File: src/rtl/divisor_pkg.sv
// Shared widths, state encoding and constants for the sequential restoring divider.
package divisor_pkg;

  localparam int N_DD  = 8;
  localparam int N_DR  = 4;
  localparam int CNT_W = $clog2(N_DD + 1);

  localparam logic [1:0] IDLE = 2'b00;
  localparam logic [1:0] RUN  = 2'b01;
  localparam logic [1:0] DONE = 2'b10;

  // Quotient reported when the divisor is zero.
  localparam logic [N_DD-1:0] QUOT_DIV0 = '1;

endpackage

File: src/rtl/divisor_if.sv
// Operand/result bundle between the ALU (master) and the divider (slave).
interface divisor_if;
  import divisor_pkg::*;

  // Handshake: init is a level request sampled only in IDLE; done rises when
  // Q/R/div0 are valid and stays high until init is seen low, so every
  // operation needs at least one low-init edge in DONE before the next accept.
  logic            init;
  logic [N_DD-1:0] DV;
  logic [N_DR-1:0] DR;
  logic [N_DD-1:0] Q;
  logic [N_DR-1:0] R;
  logic            done;
  logic            div0;

  modport master (output init, DV, DR, input  Q, R, done, div0);
  modport slave  (input  init, DV, DR, output Q, R, done, div0);

endinterface

File: src/rtl/divisor_paso_division.sv
// One restoring compare-subtract step: produces the next partial remainder and quotient bit.
module paso_division
  import divisor_pkg::*;
(
  input  logic [N_DR:0]   t,
  input  logic [N_DR-1:0] d,
  output logic [N_DR-1:0] p_next,
  output logic            q_bit
);

  // When T >= D the difference is below D, so it always fits N_DR bits;
  // when T < D the top bit of T is necessarily zero.
  always_comb begin
    q_bit  = (t >= {1'b0, d});
    p_next = q_bit ? (t[N_DR-1:0] - d) : t[N_DR-1:0];
  end

endmodule

File: src/rtl/divisor.sv
// Sequential restoring divider: one quotient bit per clock, init/done handshake.
module divisor
  import divisor_pkg::*;
(
  input  logic       clk,
  input  logic       rst_n,
  divisor_if.slave   bus,
  output logic [1:0] state_dbg
);

  logic [1:0]      state;
  logic [N_DD-1:0] a;
  logic [N_DR-1:0] d;
  logic [N_DR-1:0] p;
  logic [N_DD-2:0] w;
  logic [CNT_W-1:0] cnt;
  logic [N_DD-1:0] q_reg;
  logic [N_DR-1:0] r_reg;
  logic            div0_reg;

  logic [N_DR:0]   t;
  logic [N_DR-1:0] p_next;
  logic            q_bit;

  assign t = {p, a[N_DD-1]};

  paso_division u_paso (
    .t      (t),
    .d      (d),
    .p_next (p_next),
    .q_bit  (q_bit)
  );

  // The partial remainder never exceeds D-1, so its extra MSB is not stored;
  // likewise the last quotient bit goes straight into Q, so W is one bit short.
  always_ff @(posedge clk or negedge rst_n) begin
    if (!rst_n) begin
      state    <= IDLE;
      a        <= '0;
      d        <= '0;
      p        <= '0;
      w        <= '0;
      cnt      <= '0;
      q_reg    <= '0;
      r_reg    <= '0;
      div0_reg <= 1'b0;
    end else begin
      case (state)
        IDLE: begin
          if (bus.init) begin
            if (bus.DR == '0) begin
              q_reg    <= QUOT_DIV0;
              r_reg    <= '0;
              div0_reg <= 1'b1;
              state    <= DONE;
            end else begin
              a        <= bus.DV;
              d        <= bus.DR;
              p        <= '0;
              w        <= '0;
              cnt      <= CNT_W'(N_DD);
              div0_reg <= 1'b0;
              state    <= RUN;
            end
          end
        end
        RUN: begin
          a   <= a << 1;
          p   <= p_next;
          w   <= {w[N_DD-3:0], q_bit};
          cnt <= cnt - 1'b1;
          if (cnt == CNT_W'(1)) begin
            q_reg <= {w, q_bit};
            r_reg <= p_next;
            state <= DONE;
          end
        end
        DONE: begin
          if (!bus.init) state <= IDLE;
        end
        default: state <= IDLE;
      endcase
    end
  end

  assign bus.Q     = q_reg;
  assign bus.R     = r_reg;
  assign bus.div0  = div0_reg;
  assign bus.done  = (state == DONE);
  assign state_dbg = state;

endmodule

File: src/flat_wrapper.sv
// flat-port wrapper written by rule: the top's interface ports become plain ports
module divisor_flat import divisor_pkg::*;
  (clk, rst_n, state_dbg, bus_init, bus_DV, bus_DR, bus_Q, bus_R, bus_done, bus_div0);
  divisor_if bus_i ();
  input  logic clk;
  input  logic rst_n;
  output logic [1:0] state_dbg;
  input wire logic [$bits(bus_i.init)-1:0] bus_init;
  input wire logic [$bits(bus_i.DV)-1:0] bus_DV;
  input wire logic [$bits(bus_i.DR)-1:0] bus_DR;
  output wire logic [$bits(bus_i.Q)-1:0] bus_Q;
  output wire logic [$bits(bus_i.R)-1:0] bus_R;
  output wire logic [$bits(bus_i.done)-1:0] bus_done;
  output wire logic [$bits(bus_i.div0)-1:0] bus_div0;
  assign bus_i.init = bus_init;
  assign bus_i.DV = bus_DV;
  assign bus_i.DR = bus_DR;
  assign bus_Q = bus_i.Q;
  assign bus_R = bus_i.R;
  assign bus_done = bus_i.done;
  assign bus_div0 = bus_i.div0;
  divisor u_core (.clk(clk), .rst_n(rst_n), .bus(bus_i), .state_dbg(state_dbg));
endmodule
File: config.mk
export PLATFORM = sky130hd
export DESIGN_NAME = divisor_flat
export DESIGN_NICKNAME = d
export VERILOG_FILES = /design/src/rtl/divisor_pkg.sv /design/src/rtl/divisor_if.sv /design/src/rtl/divisor_paso_division.sv /design/src/rtl/divisor.sv /design/src/flat_wrapper.sv
export SDC_FILE = /design/constraint.sdc
export NUM_CORES = 1
export LEC_CHECK = 0
export CORE_ASPECT_RATIO = 0.9
export CORE_UTILIZATION = 35
export CTS_CLUSTER_DIAMETER = 120
export CTS_CLUSTER_SIZE = 40
export DETAILED_ROUTE_END_ITERATION = 8
export DONT_BUFFER_PORTS = 1
export GPL_TIMING_DRIVEN = 0
export PLACE_DENSITY_LB_ADDON = 0.08
export SLEW_MARGIN = 40
export SYNTH_ARGS = -nofsm -noshare
export SYNTH_HDL_FRONTEND = slang
export SYNTH_SLANG_ARGS = --single-unit
File: constraint.sdc
create_clock -name clk -period 2 [get_ports clk]
set_clock_uncertainty 0.05 [all_clocks]
set_input_delay 0.2 -clock clk [delete_from_list [all_inputs] [get_ports clk]]
set_output_delay 0.2 -clock clk [all_outputs]
set_load 0.02 [all_outputs]
# ---- Word level (Yosys, flattened, before mapping)
# Index checks and enable logic that the tools add are counted.
dict set report word_totals {
  ff_bits 42
  latch_bits 0
  ramBits 0
  mem_bits_ro 0
  input_bits 15
  output_inout_bits 16
  word_cells 56
  n_memories 0
}
dict set report op_classes {
  n_addsub 2
  n_mul 0
  div 0
  order_cmp 1
  eq_ne 8
  shift 0
  n_mux 27
  n_bitwise 1
  reduce_logical 8
}
# operator count
set ops {}
lappend ops {{$mux 8} 5}
lappend ops {{$mux 4} 8}
lappend ops {{$pmux 8 s2} 2}
lappend ops {{$pmux 4 s2} 3}
lappend ops {{$mux 7} 2}
lappend ops {{$pmux 7 s2} 1}
lappend ops {{$reduce_and 3->1} 3}
lappend ops {{$mux 2} 4}
lappend ops {{$ne 2x2->1 const B} 3}
lappend ops {{$pmux 2 s3} 1}
lappend ops {{$ge 5x4->1} 1}
lappend ops {{$eq 4x1->1 const B} 1}
lappend ops {{$logic_not 4->1} 1}
lappend ops {{$ne 2x1->1 const B} 2}
lappend ops {{$reduce_and 4->1} 1}
lappend ops {{$sub 4x1->4 const B} 1}
lappend ops {{$sub 4x4->4} 1}
lappend ops {{$eq 2x1->1 const B} 1}
lappend ops {{$eq 2x2->1 const B} 1}
lappend ops {{$logic_not 2->1} 1}
lappend ops {{$reduce_and 2->1} 1}
lappend ops {{$reduce_bool 2->1} 1}
lappend ops {{$mux 1} 1}
lappend ops {{$not 1->1} 1}

# ---- Depth between registers and ports, before layout
dict set report logic_depth {
  ltp_word 4
  ltp_mapped 8
  mapped_depth_nobuf 7
}

# ---- By module
# From an unflattened synthesis, not the netlist that was laid out.
dict set report hier_totals {
  cells_unflattened 205
  hier_area_um2 2139.6
}
# mod instances cells_each area_per_inst_um2 seq_area_each_um2
set by_module_without_submodules {}
lappend by_module_without_submodules {divisor 1 177 1915.6 1051.0}
lappend by_module_without_submodules {paso_division 1 28 224.0 0.0}

# ---- Worst setup path before layout
# Ideal clock, no wire load.
dict set report synth_timing {
  kind {reg2reg}
  startpoint {register u_core.p[1]}
  endpoint {register u_core.p[1]}
  setup_ns 0.083
  t_arrival_ns 1.735
  required_time_ns 1.867
  setup_slack_ns 0.132
  path_stages_with_launch 7
  n_path_buf 0
  period_less_slack_ns 1.868
  path_cell_list {dfrtp_1 ha_1 a21oi_4 o21ai_4 a21boi_4 mux2_4 o21ai_0}
}
dict set report synth_via {
  elab_chain_cells 3
}
# element line
set synth_rtl {}
lappend synth_rtl {{start: declaration} divisor.sv:14} ;# logic [N_DR-1:0] p;
lappend synth_rtl {{start signal: assignment} divisor.sv:69} ;# p <= p_next;
lappend synth_rtl {{$ge 5x4->1} divisor_paso_division.sv:14} ;# q_bit = (t >= {1'b0, d});
lappend synth_rtl {{$mux 4} divisor_paso_division.sv:15} ;# p_next = q_bit ? (t[N_DR-1:0] - d) : t[N_DR-1:0];
lappend synth_rtl {{$pmux 4 s2} divisor.sv:48} ;# case (state)
# No other way between the ends.
# A chain may end at the register's enable or synchronous reset.

# ---- Final worst setup path
dict set report layout_timing {
  startpoint {register u_core.d[2]}
  endpoint {register u_core.p[1]}
}
dict set report layout_via {
  elab_chain_cells 3
}
# element line
set layout_rtl {}
lappend layout_rtl {{start: declaration} divisor.sv:13} ;# logic [N_DR-1:0] d;
lappend layout_rtl {{start signal: assignment} divisor.sv:58} ;# d <= bus.DR;
lappend layout_rtl {{$ge 5x4->1} divisor_paso_division.sv:14}
lappend layout_rtl {{$mux 4} divisor_paso_division.sv:15}
lappend layout_rtl {{$pmux 4 s2} divisor.sv:48}
# No other way between the ends.

==> impl_metrics.yaml <==
synth:
  synth_cells: 191
  synth_nets: 213
  syn_area_sq_um: 2040
  synth-seq-area-share_pct: 51.4
  synth_top_area_cell: "dfrtp_1"
  synthFlopType: "dfrtp_1"
  synth_edf_count: 0
  synth_top_area_share_pct: 51.4
  ys_types: 47
  ys_warn_count: 0
  avgSynthCellArea_sq_um: 10.7
  async_reset_ff_share_pct: 100
  synth.most_common_cell: "dfrtp_1"
  yosys-top-cells-count: "42 x dfrtp_1, 27 x nand2_1, 24 x nor2_1"
  ys_seq_elements: 42
  yosys-top-cells-area: "dfrtp_1 51%, nand2_1 5.0%, nor2_1 4.4%"
detailed_routing:
  drt-pass1-iter-count: 4
  drt-initial-drc-count: 91
  ant_nets: 0
  drc: 0
  via_per_inst: 5.00
  wirelength_um: 4270
  vias: 1405
  routedWlPerCell_um: 15.2
placement:
  place_area_sq_um: 2130
  gp_congestion: 0.691
  dpl.hpwl_um: 3080
  pre_cts_ws_ns: -0.0334
  port_buffers: 0
timing:
  whs_ns: 0.0100
  final_max_slew_viol_count: 0
  tightest_slew_ns: 0.503
  finalHoldViolations: 0
  setup_ws_ns: 0.106
  fin_crit_sh_pct: 94.7
  finalCriticalPeriod_ns: 1.89
  timing.fmax_ghz: 0.528
  final-setup-viol-count: 0
  grt_setup_unrepaired: "yes"
  relSlewSlack_pct: 66.4
setup_path:
  crit_required_ns: 2.17
  path_depth: 7
  cp-end-kind: "flip-flop"
  cp_slowest_cell: "dfrtp_1"
  endpoint: "u_core.p[1]"
  cp.buffers_inverters: 1
  path_cells: "inv_1, ha_2, a21oi_4, o21ai_4, a21boi_4, mux2_4, o21ai_0"
  cp_top_family: "compound AO/OA/AOI/OAI gates"
  crit_start: "u_core.d[2]"
  reg2reg_depth: 7
  timing.rr.end: "u_core.p[1]"
  crit_type: "reg -> reg"
  critPathArrivalTime_ns: 2.07
  critPathLaunchType: "flip-flop"
  cp_max_fo: 4
  reg2reg_from: "u_core.d[2]"
  rrSetupSlack_ns: 0.11
  slowest_delay_ns: 0.37
global_routing:
  grt_usage_pct: 16.1
  antenna_found_initial: 0
  grt_max_degree: 43
  grt_first_pass_wirelength_um: 7110
  overflow: 0
  grt_pass1_vias: 1442
min_path:
  hp-class: "in -> reg"
outcome:
  run_status: "finished, final reports clean"
cts:
  cts_max_path_buffers: 2
  cts_tree: "built"
  cts_buffers: 5
  root_buffer: "clkbuf_8"
  cts.sinks: 42
  clock_latency_ns: 0.30
  cts_max_level: 2
  clk_pin_slew_ns: 0.08
power_and_ir_drop:
  total_leakage_power_nw: 1.06
  power_w: 0.00431
  peakVddDrop_mv: 0.524
  power_density_nw_per_um2: 1830
layout:
  fillCellCount: 583
  diodes: 0
  layout-drive-gt1-share_pct: 17.5
  nNetsFinal: 232
  finalInstanceArea_sq_um: 2360
  areaGrowthSynthToFinish_pct: 15.6
die:
  ios: 31
  initial_core_util_pct: 36.1
  rows: 26
  die_h_um: 74.5
  design.die.area_sq_um: 6150
  core_area_sq_um: 5660
  die_w_um: 82.5
flow_run:
  drv_cap: 0
-- worst min path at each step --
stage | from | endpoint | slack [ns] | cells past startpoint
detailed placement | rst_n | u_core.bus.R[3] | -0.14 | 0
CTS | bus_DV[1] | u_core.a[1] | 0.0007 | 2
finish | bus_DV[1] | u_core.a[1] | 0.01 | 2
global route | bus_DV[2] | u_core.a[2] | 0.003 | 2
global placement | rst_n | u_core.bus.R[3] | -0.14 | 0
floorplan | rst_n | u_core.a[0] | -0.15 | 0
-- per-stage QoR --
stage          cells  utilization [%]  TNS (ns)
6_report         281             41.7         0
5_1_grt          281             41.7  -0.00651
4_1_cts          281             41.5         0
3_5_place_dp     261             37.6   -0.0488
3_3_place_gp     261             37.6  -0.00639
2_1_floorplan    191                -         0
-- worst reg2reg max path, cell delays in order (launching register included) --
cell      delay [ns]
dfrtp_1         0.37
inv_1           0.09
ha_2            0.32
a21oi_4         0.23
o21ai_4         0.10
a21boi_4        0.21
mux2_4          0.33
o21ai_0         0.13
-- per-layer routing --
metal | global-route usage (%) | wire [um] | up-vias
met1 | 21.5 | 2150 | 673
met4 | 7.47 | 72 | 0
met5 | 0 | 0 | -
met2 | 23.7 | 1840 | 32
li1 | - | - | 692
met3 | 5.28 | 209 | 8
-- report_power, final --
group | total [W] | leakage [nW] | internal (W) | switching [W]
clock network | 0.000569 | 0.0482 | 0.000279 | 0.000291
registers | 0.00170 | 0.514 | 0.00125 | 0.000445
logic | 0.00205 | 0.495 | 0.000943 | 0.00110
total | 0.00431 | 1.06 | 0.00247 | 0.00184
-- layout by cell type, fill, tap and decap left out, drive strengths merged, types with 2 or more instances in the layout --
| master | count |
|---|---|
| a21o | 2 |
| a21oi | 8 |
| a22o | 7 |
| a31oi | 9 |
| and2b | 2 |
| buf | 7 |
| clkbuf | 10 |
| dfrtp | 42 |
| dlygate4sd3 | 10 |
| ha | 6 |
| inv | 7 |
| mux2 | 4 |
| nand2 | 29 |
| nand2b | 2 |
| nor2 | 25 |
| nor2b | 3 |
| nor3b | 2 |
| nor4 | 2 |
| o21ai | 15 |
| o22ai | 2 |
| xnor2 | 2 |
-- logic make-up after synthesis --
group	count (synthesis)	synth area share [%]
AO/OA/AOI/OAI	50	18.7
multiplexers	5	3.06
buffers and inverters	15	4.16
AND/OR/NAND/NOR	69	16.7
flip-flops	42	51.4
adder cells (fa/ha/maj)	7	4.65
XOR/XNOR	3	1.29
-- what timing repair did --
item | 4_1_cts | 5_1_grt
hold buffers | 11 | 0
endpoints found under the setup margin | 4 | 12
pin swaps | 1 | 0
endpoints found under the hold margin | 51 | 0
setup buffers | 1 | 0
gates resized for setup | 0 | 6
-- area by class of cell --
type	instances	area, sq um	area share [%]
timing repair buffer	12	128	5.40
clock buffer	7	86.3	3.65
buffer	8	61.3	2.60
inverter	7	26.3	1.11
sequential	42	1050	44.5
clock inverter	1	5.00	0.212
tap	70	87.6	3.71
multi-input combinational	134	917	38.8
Note: power is estimated with default switching activity, not from simulation.
